$ cat config.mk
export PLATFORM = sky130hd
export DESIGN_NAME = heater_ctrl_flat
export DESIGN_NICKNAME = d
export VERILOG_FILES = /design/src/rtl/heater_ctrl_if.sv /design/src/rtl/heater_ctrl.sv /design/src/flat_wrapper.sv
export SDC_FILE = /design/constraint.sdc
export NUM_CORES = 1
export LEC_CHECK = 0
export ABC_AREA = 1
export ABC_CLOCK_PERIOD_IN_PS = 3600
export BUFFER_PORTS_ARGS = -buffer_cell sky130_fd_sc_hd__buf_2
export CAP_MARGIN = 10
export CORE_MARGIN = 2
export CORE_UTILIZATION = 50
export DETAILED_ROUTE_END_ITERATION = 16
export PLACE_DENSITY = 0.81
export SYNTH_ARGS = -nofsm -noshare
export SYNTH_HDL_FRONTEND = slang
export SYNTH_SLANG_ARGS = --single-unit
$ cat constraint.sdc
create_clock -name clk48mhz -period 3.6 [get_ports clk48mhz]
set_clock_uncertainty 0.2 [all_clocks]
set_input_delay 0.36 -clock clk48mhz [delete_from_list [all_inputs] [get_ports clk48mhz]]
set_output_delay 0.36 -clock clk48mhz [all_outputs]
set_load 0.1 [all_outputs]
$ cat src/rtl/heater_ctrl_if.sv
// Signal bundle between the ADC front end / host registers and the heater controller.
interface heater_ctrl_if;
  logic        enable;
  logic [15:0] adc_value;
  logic [15:0] adc_hs_value;
  logic [15:0] adc_setpoint;
  logic [7:0]  duty_max;
  logic        clear_fault;
  logic        heater_on;
  logic [15:0] filt_value;
  logic [1:0]  ctrl_state;
  logic        fault_hs;
  logic        fault_stuck;
  logic        sample_tick;

  // Controller side
  modport slave (
    input  enable, adc_value, adc_hs_value, adc_setpoint, duty_max, clear_fault,
    output heater_on, filt_value, ctrl_state, fault_hs, fault_stuck, sample_tick
  );

  // Supplier / observer side
  modport master (
    output enable, adc_value, adc_hs_value, adc_setpoint, duty_max, clear_fault,
    input  heater_on, filt_value, ctrl_state, fault_hs, fault_stuck, sample_tick
  );
endinterface

$ cat src/rtl/heater_ctrl.sv
// Closed-loop printhead heater controller: filtered bang-bang with hysteresis,
// PWM duty ceiling, and latched heatsink / stuck-ADC faults.
// Thermistor convention: a larger ADC code means colder.
module heater_ctrl #(
  parameter int unsigned SAMPLE_DIV  = 1024,
  parameter int unsigned HYST        = 16,
  parameter logic [15:0] HS_TRIP     = 16'h0400,
  parameter int unsigned STUCK_LIMIT = 64
) (
  input  logic         clk48mhz,
  input  logic         rst,
  heater_ctrl_if.slave bus
);

  localparam int unsigned TW = $clog2(SAMPLE_DIV);
  localparam int unsigned DW = 16;
  localparam int unsigned SW = 18;
  localparam int unsigned CW = 8;

  localparam logic [1:0] ST_IDLE  = 2'd0;
  localparam logic [1:0] ST_HEAT  = 2'd1;
  localparam logic [1:0] ST_COAST = 2'd2;
  localparam logic [1:0] ST_FAULT = 2'd3;

  localparam logic [TW-1:0] TMR_LAST  = TW'(SAMPLE_DIV - 1);
  localparam logic [CW-1:0] STUCK_MAX = CW'(STUCK_LIMIT);
  localparam logic [DW:0]   HYST_X    = (DW+1)'(HYST);
  localparam logic [2:0]    WARM_FULL = 3'd4;

  logic [TW-1:0]       tmr_q;
  logic                sample_tick_q;
  logic                eval_q;
  logic [3:0][DW-1:0]  hist_q;
  logic [2:0]          warm_q;
  logic [CW-1:0]       stuck_q;
  logic                fault_hs_q;
  logic                fault_stuck_q;
  logic [DW-1:0]       filt_q;
  logic [1:0]          state_q;
  logic [1:0]          state_d;
  logic [7:0]          pwm_q;
  logic                heater_q;

  logic                tick_c;
  logic                hs_det_c;
  logic [CW-1:0]       stuck_inc_c;
  logic [CW-1:0]       stuck_nxt_c;
  logic                stuck_det_c;
  logic [SW-1:0]       sum_c;
  logic [DW:0]         hi_sum_c;
  logic [DW-1:0]       hi_c;
  logic                warm_done_c;
  logic                fault_any_c;
  logic                clr_ok_c;

  // Sample-instant decode and per-sample fault detection
  always_comb begin
    tick_c      = (tmr_q == TMR_LAST);
    hs_det_c    = tick_c && (bus.adc_hs_value < HS_TRIP);
    stuck_inc_c = (stuck_q == STUCK_MAX) ? stuck_q : stuck_q + CW'(1);
    stuck_nxt_c = (bus.adc_value == hist_q[0]) ? stuck_inc_c : '0;
    stuck_det_c = tick_c && (stuck_nxt_c == STUCK_MAX);
  end

  // Moving-average sum and saturating upper hysteresis threshold
  always_comb begin
    sum_c    = SW'(hist_q[0]) + SW'(hist_q[1]) + SW'(hist_q[2]) + SW'(hist_q[3]);
    hi_sum_c = {1'b0, bus.adc_setpoint} + HYST_X;
    hi_c     = hi_sum_c[DW] ? 16'hFFFF : hi_sum_c[DW-1:0];
  end

  // Fault clear is refused when a fault is detected on the same edge
  always_comb begin
    warm_done_c = (warm_q == WARM_FULL);
    fault_any_c = fault_hs_q || fault_stuck_q;
    clr_ok_c    = bus.clear_fault && (state_q == ST_FAULT) && !hs_det_c && !stuck_det_c;
  end

  // Free-running sample timer; strobe and FSM-evaluate pulse are delayed copies of the tick
  always_ff @(posedge clk48mhz) begin
    if (rst) begin
      tmr_q         <= '0;
      sample_tick_q <= 1'b0;
      eval_q        <= 1'b0;
    end else begin
      tmr_q         <= tmr_q + TW'(1);
      sample_tick_q <= tick_c;
      eval_q        <= sample_tick_q;
    end
  end

  // Sample history, stuck counter, warm-up counter and latched fault flags
  always_ff @(posedge clk48mhz) begin
    if (rst) begin
      hist_q        <= '0;
      stuck_q       <= '0;
      warm_q        <= '0;
      fault_hs_q    <= 1'b0;
      fault_stuck_q <= 1'b0;
    end else begin
      if (tick_c) begin
        hist_q  <= {hist_q[2:0], bus.adc_value};
        stuck_q <= stuck_nxt_c;
      end
      if (clr_ok_c) begin
        warm_q <= '0;
      end else if (tick_c && !warm_done_c) begin
        warm_q <= warm_q + 3'd1;
      end
      if (hs_det_c) begin
        fault_hs_q <= 1'b1;
      end else if (clr_ok_c) begin
        fault_hs_q <= 1'b0;
      end
      if (stuck_det_c) begin
        fault_stuck_q <= 1'b1;
      end else if (clr_ok_c) begin
        fault_stuck_q <= 1'b0;
      end
    end
  end

  // Filtered value registered one cycle after the sample
  always_ff @(posedge clk48mhz) begin
    if (rst) begin
      filt_q <= '0;
    end else if (sample_tick_q) begin
      filt_q <= sum_c[SW-1:2];
    end
  end

  // Next-state logic: faults first, enable drop every cycle, thresholds once per sample
  always_comb begin
    state_d = state_q;
    if (state_q == ST_FAULT) begin
      if (clr_ok_c) begin
        state_d = ST_IDLE;
      end
    end else if (fault_any_c) begin
      state_d = ST_FAULT;
    end else begin
      case (state_q)
        ST_IDLE: begin
          if (eval_q && bus.enable && warm_done_c) begin
            state_d = (filt_q > hi_c) ? ST_HEAT : ST_COAST;
          end
        end
        ST_HEAT: begin
          if (!bus.enable) begin
            state_d = ST_IDLE;
          end else if (eval_q && (filt_q <= bus.adc_setpoint)) begin
            state_d = ST_COAST;
          end
        end
        ST_COAST: begin
          if (!bus.enable) begin
            state_d = ST_IDLE;
          end else if (eval_q && (filt_q > hi_c)) begin
            state_d = ST_HEAT;
          end
        end
        default: state_d = ST_IDLE;
      endcase
    end
  end

  // Control state register
  always_ff @(posedge clk48mhz) begin
    if (rst) begin
      state_q <= ST_IDLE;
    end else begin
      state_q <= state_d;
    end
  end

  // PWM counter and duty-limited heater drive
  always_ff @(posedge clk48mhz) begin
    if (rst) begin
      pwm_q    <= '0;
      heater_q <= 1'b0;
    end else begin
      pwm_q    <= pwm_q + 8'd1;
      heater_q <= (state_q == ST_HEAT) && (pwm_q < bus.duty_max);
    end
  end

  assign bus.heater_on   = heater_q;
  assign bus.filt_value  = filt_q;
  assign bus.ctrl_state  = state_q;
  assign bus.fault_hs    = fault_hs_q;
  assign bus.fault_stuck = fault_stuck_q;
  assign bus.sample_tick = sample_tick_q;

endmodule

$ cat src/flat_wrapper.sv
// flat-port wrapper written by rule: the top's interface ports become plain ports
module heater_ctrl_flat 
#(
  parameter int unsigned SAMPLE_DIV  = 1024,
  parameter int unsigned HYST        = 16,
  parameter logic [15:0] HS_TRIP     = 16'h0400,
  parameter int unsigned STUCK_LIMIT = 64
)
  (clk48mhz, rst, bus_enable, bus_adc_value, bus_adc_hs_value, bus_adc_setpoint, bus_duty_max, bus_clear_fault, bus_heater_on, bus_filt_value, bus_ctrl_state, bus_fault_hs, bus_fault_stuck, bus_sample_tick);
  heater_ctrl_if bus_i ();
  input  logic clk48mhz;
  input  logic rst;
  input wire logic [$bits(bus_i.enable)-1:0] bus_enable;
  input wire logic [$bits(bus_i.adc_value)-1:0] bus_adc_value;
  input wire logic [$bits(bus_i.adc_hs_value)-1:0] bus_adc_hs_value;
  input wire logic [$bits(bus_i.adc_setpoint)-1:0] bus_adc_setpoint;
  input wire logic [$bits(bus_i.duty_max)-1:0] bus_duty_max;
  input wire logic [$bits(bus_i.clear_fault)-1:0] bus_clear_fault;
  output wire logic [$bits(bus_i.heater_on)-1:0] bus_heater_on;
  output wire logic [$bits(bus_i.filt_value)-1:0] bus_filt_value;
  output wire logic [$bits(bus_i.ctrl_state)-1:0] bus_ctrl_state;
  output wire logic [$bits(bus_i.fault_hs)-1:0] bus_fault_hs;
  output wire logic [$bits(bus_i.fault_stuck)-1:0] bus_fault_stuck;
  output wire logic [$bits(bus_i.sample_tick)-1:0] bus_sample_tick;
  assign bus_i.enable = bus_enable;
  assign bus_i.adc_value = bus_adc_value;
  assign bus_i.adc_hs_value = bus_adc_hs_value;
  assign bus_i.adc_setpoint = bus_adc_setpoint;
  assign bus_i.duty_max = bus_duty_max;
  assign bus_i.clear_fault = bus_clear_fault;
  assign bus_heater_on = bus_i.heater_on;
  assign bus_filt_value = bus_i.filt_value;
  assign bus_ctrl_state = bus_i.ctrl_state;
  assign bus_fault_hs = bus_i.fault_hs;
  assign bus_fault_stuck = bus_i.fault_stuck;
  assign bus_sample_tick = bus_i.sample_tick;
  heater_ctrl #(.SAMPLE_DIV(SAMPLE_DIV), .HYST(HYST), .HS_TRIP(HS_TRIP), .STUCK_LIMIT(STUCK_LIMIT)) u_core (.clk48mhz(clk48mhz), .rst(rst), .bus(bus_i));
endmodule
==> results, run 1 <==
- The congestion estimate from routability-driven global placement came to 0.856.
- For the worst setup path, the data required time is 3.71 ns.
- The starting density of the core is 51.4%.
- The top cell types in the final layout, fill and taps aside, are 201 x inv_1, 165 x nand2_1, 110 x a21oi_1.
- The number of levels in the clock H-tree is 4.
- The average size of a mapped cell is 6.98 µm².
- The final reports fail on negative setup slack.
- Measured along the y axis, the die boundary spans 129 µm.
- Clock-pin slew was measured on the worst setup and hold paths at 0.05 ns.
- The number of global-route vias before repair was 7301.
- In this run the cell area of the synthesized design comes to 7870 µm².
- The largest net degree at the start of global routing is 77.
- The initial antenna violation count is 0.
- The netlist uses 40 different library cells.
- The startpoint identified for the worst hold timing path is bus_adc_value[6].
- The switching fraction of total power is 23.3%.
- In this run the remaining antenna-violating nets after routing total 0.
- The cell row count is 45.
- Once routing completed, OpenROAD measured the worst setup slack at -0.183 ns.
- After clock tree synthesis, the flow added hold-fix buffers numbering 0.
- The root buffer cell is clkbuf_16.
- The worst setup path is captured at a register.
- The tightest hold path in the finished design has a slack of 0.0462 ns.
- The number of remaining DRC errors is 0.
- After detailed routing, the total wire length is 20.1 mm.
- The minimum period implied by the final worst setup slack is 3.78 ns.
- The run finished, with violations left.
- The post-route netlist has 21.6% of its cells at a drive strength greater than 1.
- The reg-to-reg setup timing slack is -0.18 ns.
- The maximum frequency from static timing analysis is 264 MHz.
- At the end of the flow, the number of nets in the layout was 1405.
- Once detailed placement completed, the half-perimeter wirelength came to 12.9 mm.
- The total area inside the core boundary comes to 15300 µm².
- The internal power consumption is 2.73 mW.
- The count of flip-flops with a built-in enable after synthesis is 0.
- The first global-routing pass estimated 32.6 mm of wire.
- The total design power is 3.57 mW.
- The number of nets handed over by synthesis was 1282.
- The power per standard cell area is 359 nW/µm².
- Setup violations remaining at the end of the flow were counted as 6.
- Counting cells, the worst reg-to-reg path comes to 20.
- The final critical path takes up 105% of the cycle.
- The repair_antennas step left the layout with diodes totalling 0.
- The max-cap violation count is 0.
- Setup repair after global routing could not meet its margin everywhere.
- The worst-path maximum fanout is 4.
- The clock net sink count is 116.
- The total clock buffers created by CTS is 17.
- Yosys printed 0 warnings.
- The sequential group share of total power is 36.9%.
- The average detailed-routed wire length per instance is 13.6 µm.
- The capturing point of the worst reg2reg path is u_core.bus.filt_value[13].
- The library cell contributing the largest single delay on the critical path is fa_1.
- The die covers 16800 µm².
- The per-cell via count in the routed design is 5.28.
- After filler insertion, the fill cell instance count of the layout stands at 1250.
- For the pin with the worst max-slew slack, the measured transition is 0.796 ns.
- Global routing consumed, over all layers together, 23.9% of the routing resources.
- The number of instances in the synthesized netlist is 1127.
- The maximum single-stage delay on the critical path is 0.48 ns.
- The max-slew violation count is 0.
- The final global-route overflow total is 0.
- The logic gate share of total power is 9.0%.
- Leaving out fill and tap cells, the most frequent cell in the layout is inv_1.
- The share of flip-flops with an asynchronous set or reset is 0%.
- The worst slew slack as a fraction of its limit is 46.9%.
- Relative to the synthesized area, the layout overhead comes to 26.4%.
- Summed over all cells, the static leakage comes to 4.86 nW.
- The worst hold path belongs to the class input port to register.
- The worst hold path stage count is 3.
- The horizontal die dimension is 129 µm.
- The launching element type of the critical path is a register.
- The number of synthesized register bits is 116.
- Counting along the longest clock path gives a buffer depth of 2.
- The worst-case IR drop observed on VDD is 263 µV.
- The dominant register cell in the synthesized netlist is dfxtp_1.
- The top-level port count is 82.
- The share of total power dissipated in the clock network is 54.1%.
- Cells fill 64.9% of the core in the end.
- The origin of the critical flop-to-flop path is u_core.hist_q[19].
- The via count is 7786.
- The arrival time at the worst endpoint is 3.89 ns.
- TritonCTS built the clock tree.
- The violation count after the first detailed-route iteration is 501.
- The critical path goes through ha_4, inv_1, nor3_2, a21oi_4, o21ai_2, a21boi_2, o21ai_1, xnor2_1, fa_1, inv_2, ha_4, nand2_4, inv_1, a21oi_2, nand3_2, nand3_2, o211ai_1, buf_4, a21oi_2, nor2_1.
- Summing all placed instances gives a cell area of 8800 µm².
- The number of optimization iterations in the first detailed-route pass is 6.
- The placed cell count is 1436.
- The worst hold endpoint is u_core.hist_q[6].
- The kind of critical path is register to register.
- Summed over all nets, the switching power comes to 0.832 mW.
- For this run, the register share of the synthesized area comes to 29.5%.
- The summed area of non-filler cells in the final layout is 9940 µm².
- Input and output buffers added on the ports amount to 71.
- The clock latency reported for the late side of the worst-skew pair is 0.43 ns.
- Once layout is complete, the cells apart from fillers number 1474.
- The final hold violation count is 0.
[state kept, by name, indices dropped and copies added (netlist names)]
| register | count |
|---|---|
| u_core.bus.fault_hs | 1 |
| u_core.eval_q | 1 |
| u_core.tmr_q | 10 |
| u_core.bus.ctrl_state | 2 |
| u_core.warm_q | 3 |
| u_core.bus.filt_value | 16 |
| u_core.pwm_q | 8 |
| u_core.hist_q | 64 |
| u_core.stuck_q | 8 |
| u_core.bus.heater_on | 1 |
| u_core.bus.fault_stuck | 1 |
| u_core.bus.sample_tick | 1 |
[critical path, delay by kind of cell, from the launching register on]
kind / cells / cell delay [ns]
buffers and inverters: 4 / 0.37
AO/OA/AOI/OAI: 7 / 0.99
XOR/XNOR: 1 / 0.20
flip-flops: 1 / 0.34
AND/OR/NAND/NOR: 5 / 0.60
adder cells (fa/ha/maj): 3 / 0.98
[cell type report]
class / instances / area, µm² / share of cell area, %
Timing Repair Buffer: 134 / 828 / 8.33
Inverter: 212 / 796 / 8.00
Clock buffer: 23 / 468 / 4.71
Multi-Input combinational cell: 769 / 5050 / 50.8
Tap cell: 211 / 264 / 2.66
Sequential cell: 116 / 2330 / 23.5
Clock inverter: 9 / 199 / 2.00
[how the worst max path moves through the flow]
stage,to,slack [ns],from,cells past startpoint
floorplan,u_core.bus.filt_value[13],0.003,u_core.hist_q[0],21
global placement,u_core.bus.filt_value[13],-0.16,u_core.hist_q[3],20
detailed placement,u_core.bus.filt_value[13],-0.25,u_core.hist_q[3],20
CTS,u_core.bus.filt_value[15],-0.02,u_core.hist_q[16],21
global route,u_core.bus.filt_value[7],-0.29,u_core.hist_q[19],21
finish,u_core.bus.filt_value[13],-0.18,u_core.hist_q[19],20
[synth_stat cells, types with 3 or more instances]
cell type	count	area, µm²
nor3_1	10	50.1
inv_1	210	788
a21boi_0	5	37.5
a21oi_1	128	641
nand3_1	53	265
nand4_1	7	43.8
clkbuf_1	23	86.3
ha_1	78	976
nor2_1	96	360
buf_6	3	33.8
o211ai_1	4	30.0
fa_1	17	340
o21bai_1	3	22.5
buf_2	3	15.0
a211oi_1	5	37.5
nand2_1	174	653
nand2_2	5	31.3
xnor2_1	12	105
or2_2	4	25.0
o31ai_1	4	30.0
nor2_2	3	18.8
xor2_1	22	193
dfxtp_1	116	2320
o21ai_0	120	601
a21o_1	4	30.0
[logic make-up after synthesis]
group	share of synthesized area, %
adders and majority gates	16.7
AOI/OAI and AO/OA	18.7
and+or+nand+nor	19.3
xor gates and xnor gates	3.78
buffers and inverters	11.9
DFF	29.5
[power by group through the flow]
| stage | logic (mW) | clock network [mW] | registers, mW |
|---|---|---|---|
| floorplan | 0.167 | 0 | 1.41 |
| CTS | 0.320 | 1.94 | 1.32 |
| detailed placement | 0.315 | 0 | 1.34 |
| global route | 0.364 | 2.00 | 1.32 |
| finish | 0.322 | 1.93 | 1.32 |
| global placement | 0.306 | 0 | 1.34 |
[stage by stage]
step / TNS [ns] / setup WS [ns]
2_1_floorplan: 0 / 0.00276
3_3_place_gp: -0.784 / -0.164
3_5_place_dp: -1.34 / -0.246
4_1_cts: -0.0345 / -0.0181
5_1_grt: -1.81 / -0.288
6_report: -0.650 / -0.183
[per-layer routing]
metal | global-route usage (%) | routed length, µm | vias to the layer above
met5 | 0 | 0 | -
met4 | 8.73 | 601 | 0
met3 | 5.24 | 1100 | 69
met2 | 41.6 | 9720 | 269
met1 | 28.9 | 8700 | 3565
li1 | - | - | 3883
[timing repair]
item                       in CTS  in global routing
pin swaps                      27                 20
setup endpoints to repair      12                 11
setup buffers                   4                  2
gates resized for setup        66                 47
(Power assumes the default switching activity.)
==> run 2, diff against run 1 <==
--- a/constraint.sdc
+++ b/constraint.sdc
@@ -3,3 +3,3 @@
 set_input_delay 0.36 -clock clk48mhz [delete_from_list [all_inputs] [get_ports clk48mhz]]
 set_output_delay 0.36 -clock clk48mhz [all_outputs]
-set_load 0.1 [all_outputs]
+set_load 0.01 [all_outputs]
==> results, run 2 (synthesis results as in run 1) <==
- The placeable core area is 15300 µm² (unchanged).
- The library cell contributing the largest single delay on the critical path is fa_1 (unchanged).
- The flip-flop count of the largest register, all copies and words added is 64 (unchanged).
- The standby leakage power was 4.88 nW (was 4.86 nW).
- The clock-pin slew of the registers on the worst-case setup and hold paths is 0.06 ns (was 0.05 ns).
- The maximum root-to-sink buffer count came to 2 (unchanged).
- The count of antenna-violating nets left after detailed routing is 0 (unchanged).
- The net switching power is 0.791 mW (was 0.832 mW).
- The hold-fix buffer count after cts was 0 (unchanged).
- The number of global-route vias before repair came to 7046 (was 7301).
- The horizontal die dimension is 129 µm (unchanged).
- The global-route total usage across every layer is 22.6% (was 23.9%).
- The half-perimeter wire length after placement came to 12.7 mm (was 12.9 mm).
- The per-cell via count in the routed design is 5.16 (was 5.28).
- Top library cells by usage in the layout, fill and taps aside: 200 x inv_1, 165 x nand2_1, 111 x a21oi_1 (was 201 x inv_1, 165 x nand2_1, 110 x a21oi_1).
- Violations in the final reports: negative setup slack (unchanged).
- The kind of critical path was register to register (unchanged).
- The number of antenna cells inserted is 0 (unchanged).
- The required arrival time at the worst endpoint is 3.72 ns (was 3.71 ns).
- The internal power consumption is 2.66 mW (was 2.73 mW).
- The number of levels in the clock H-tree is 4 (unchanged).
- The area growth from synthesis to layout was 27.1% (was 26.4%).
- The via count is 7623 (was 7786).
- The area used by sequential logic in the layout came to 2330 µm² (about the same).
- The maximum single-stage delay on the critical path was 0.51 ns (was 0.48 ns).
- The max-cap violation count is 0 (unchanged).
- The worst-path maximum fanout was 3 (was 4).
- The maximum frequency from static timing analysis is 269 MHz (was 264 MHz).
- The total clock buffers created by CTS is 17 (unchanged).
- The number of port buffers was 71 (unchanged).
- The worst min-delay path class is input port to register (unchanged).
- The multi-input combinational cell area came to 5070 µm² (was 5050 µm²).
- The number of fillers in the final layout is 1249 (was 1250).
- The power per standard cell area is 346 nW/µm² (was 359 nW/µm²).
- The violation count after the first detailed-route iteration is 456 (was 501).
- The worst slew slack as a fraction of its limit is 43.6% (was 46.9%).
- The routed wire length came to 19.9 mm (was 20.1 mm).
- The routability congestion estimate is 0.869 (was 0.856).
- The switching fraction of total power came to 22.9% (was 23.3%).
- The top-level port count is 82 (unchanged).
- The logic gate share of total power is 7.4% (was 9.0%).
- RSZ-0062 raised after global routing: yes (unchanged).
- The total design power is 3.45 mW (was 3.57 mW).
- In this design, the critical path's most frequently occurring cell is inv_1.
- The number of nets at the end of the flow is 1409 (was 1405).
- Result of the run: complete, but fails checks (unchanged).
- The largest net degree at the start of global routing is 60 (was 77).
- The element type at the critical path end was a register (unchanged).
- The smallest setup slack after layout came to -0.118 ns (was -0.183 ns).
- The initial antenna violation count was 0 (unchanged).
- The largest register by flop count is u_core.hist_q (unchanged).
- The launching element type of the critical path is a register (unchanged).
- The max-slew violation count is 0 (unchanged).
- The first-pass GRT wire length is 30.8 mm (was 32.6 mm).
- The final global-route overflow total is 0 (unchanged).
- The starting density of the core is 51.4% (unchanged).
- Cells along the critical path: ha_4, inv_4, fa_2, inv_2, a21oi_2, buf_4, xor2_1, fa_1, inv_1, ha_1, a21oi_2, a21boi_2, inv_1, nand2_1, nor2_2, nor2_1, or2_4, nand3_2, o211ai_1, inv_1 (was ha_4, inv_1, nor3_2, a21oi_4, o21ai_2, a21boi_2, o21ai_1, xnor2_1, fa_1, inv_2, ha_4, nand2_4, inv_1, a21oi_2, nand3_2, nand3_2, o211ai_1, buf_4, a21oi_2, nor2_1).
- The root buffer cell is clkbuf_16 (unchanged).
- The clock tree from TritonCTS is done (unchanged).
- The average detailed-routed wire length per instance is 13.5 µm (was 13.6 µm).
- The clock net sink count is 116 (unchanged).
- The summed area of non-filler cells in the final layout was 10000 µm² (was 9940 µm²).
- The transition time at the pin with the least slew margin is 0.845 ns (was 0.796 ns).
- The number of failing setup endpoints in the final timing report is 6 (unchanged).
- The minimum period implied by the final worst setup slack came to 3.72 ns (was 3.78 ns).
- The most common cell after layout, fill and taps aside is inv_1 (unchanged).
- The number of optimization iterations in the first detailed-route pass was 7 (was 6).
- The sequential group share of total power is 38.1% (was 36.9%).
- The worst IR drop on VDD is 326 µV (was 263 µV).
- The number of remaining DRC errors is 0 (unchanged).
- The layout cell share with drive strength beyond 1 came to 21.8% (was 21.6%).
- The overall die area is 16800 µm² (unchanged).
- The final hold violation count is 0 (unchanged).
- The clock latency reported for the late side of the worst-skew pair is 0.43 ns (about the same).
- The clock network power share is 54.5% (was 54.1%).
- The final critical-path share of the clock period is 103% (was 105%).
- The post-placement cell area is 8810 µm² (was 8800 µm²).
- The vertical die dimension is 129 µm (unchanged).
- The cell row count was 45 (unchanged).
- The arrival time at the worst endpoint was 3.84 ns (was 3.89 ns).
[run 2: cell types whose count changed in the layout (fill, tap and decap cells not counted), sizes merged]
cell | before | now
buf | 134 | 138
clkinvlp | 0 | 4
clkbuf | 23 | 20
bufinv | 6 | 5
[run 2: worst paths after layout]
check,start,end,slack (ns),cells past startpoint
worst max register to register,u_core.hist_q[16],u_core.bus.filt_value[7],-0.12,20
worst max-delay path,u_core.hist_q[16],u_core.bus.filt_value[7],-0.12,20
worst min-delay path,bus_adc_hs_value[14],u_core.bus.fault_hs,0.02,4
worst min register to register,u_core.pwm_q[0],u_core.pwm_q[0],0.26,1
[run 2: through the flow]
stage	util, %	worst slack (ns)	setup TNS [ns]	hold WS, ns	cells
after CTS	63.4	-0.00157	-0.00157	0.0131	1471
after global routing	65.3	-0.304	-2.15	0.0323	1478
after detailed placement	57.5	-0.239	-1.48	0.239	1437
after global placement	57.5	-0.172	-0.806	0.228	1437
final	65.3	-0.118	-0.467	0.0232	1478
after floorplan	-	0.00643	0	0.218	1127
[run 2: metal layers]
metal	track usage [%]	vias to the layer above	part of all wire, %
met5	0	-	0
met4	7.72	0	2.8
met3	4.62	50	4.8
met2	40.0	214	49
met1	27.5	3468	43
li1	-	3891	-
[run 2: critical path, delay by kind of cell, from the launching register on]
kind | cells | cell delay, ns
xor+xnor | 1 | 0.15
buf+inv | 6 | 0.45
compound gates | 4 | 0.59
flops | 1 | 0.36
fa+ha+maj | 4 | 1.39
simple gates | 5 | 0.49
[run 2: cell type report]
class,count,area share [%]
Inverter,212,7.98
Timing Repair Buffer,138,8.70
Tap cell,211,2.64
Multi-Input combinational cell,769,50.8
Sequential cell,116,23.3
Clock buffer,20,4.57
Clock inverter,12,2.03
[run 2: what timing repair did]
action / CTS / global route
buffers inserted: 3 / 7
endpoints found under the setup margin: 12 / 11
pin swaps: 30 / 45
gates resized for setup: 50 / 69
[run 2: power groups by stage]
stage                     combinational (mW)  sequential, mW  clock, mW
after floorplan                        0.167            1.35          0
after global placement                 0.241            1.34          0
after detailed placement               0.250            1.34          0
after CTS                              0.256            1.32       1.90
after global routing                   0.301            1.32       1.95
final                                  0.256            1.32       1.88
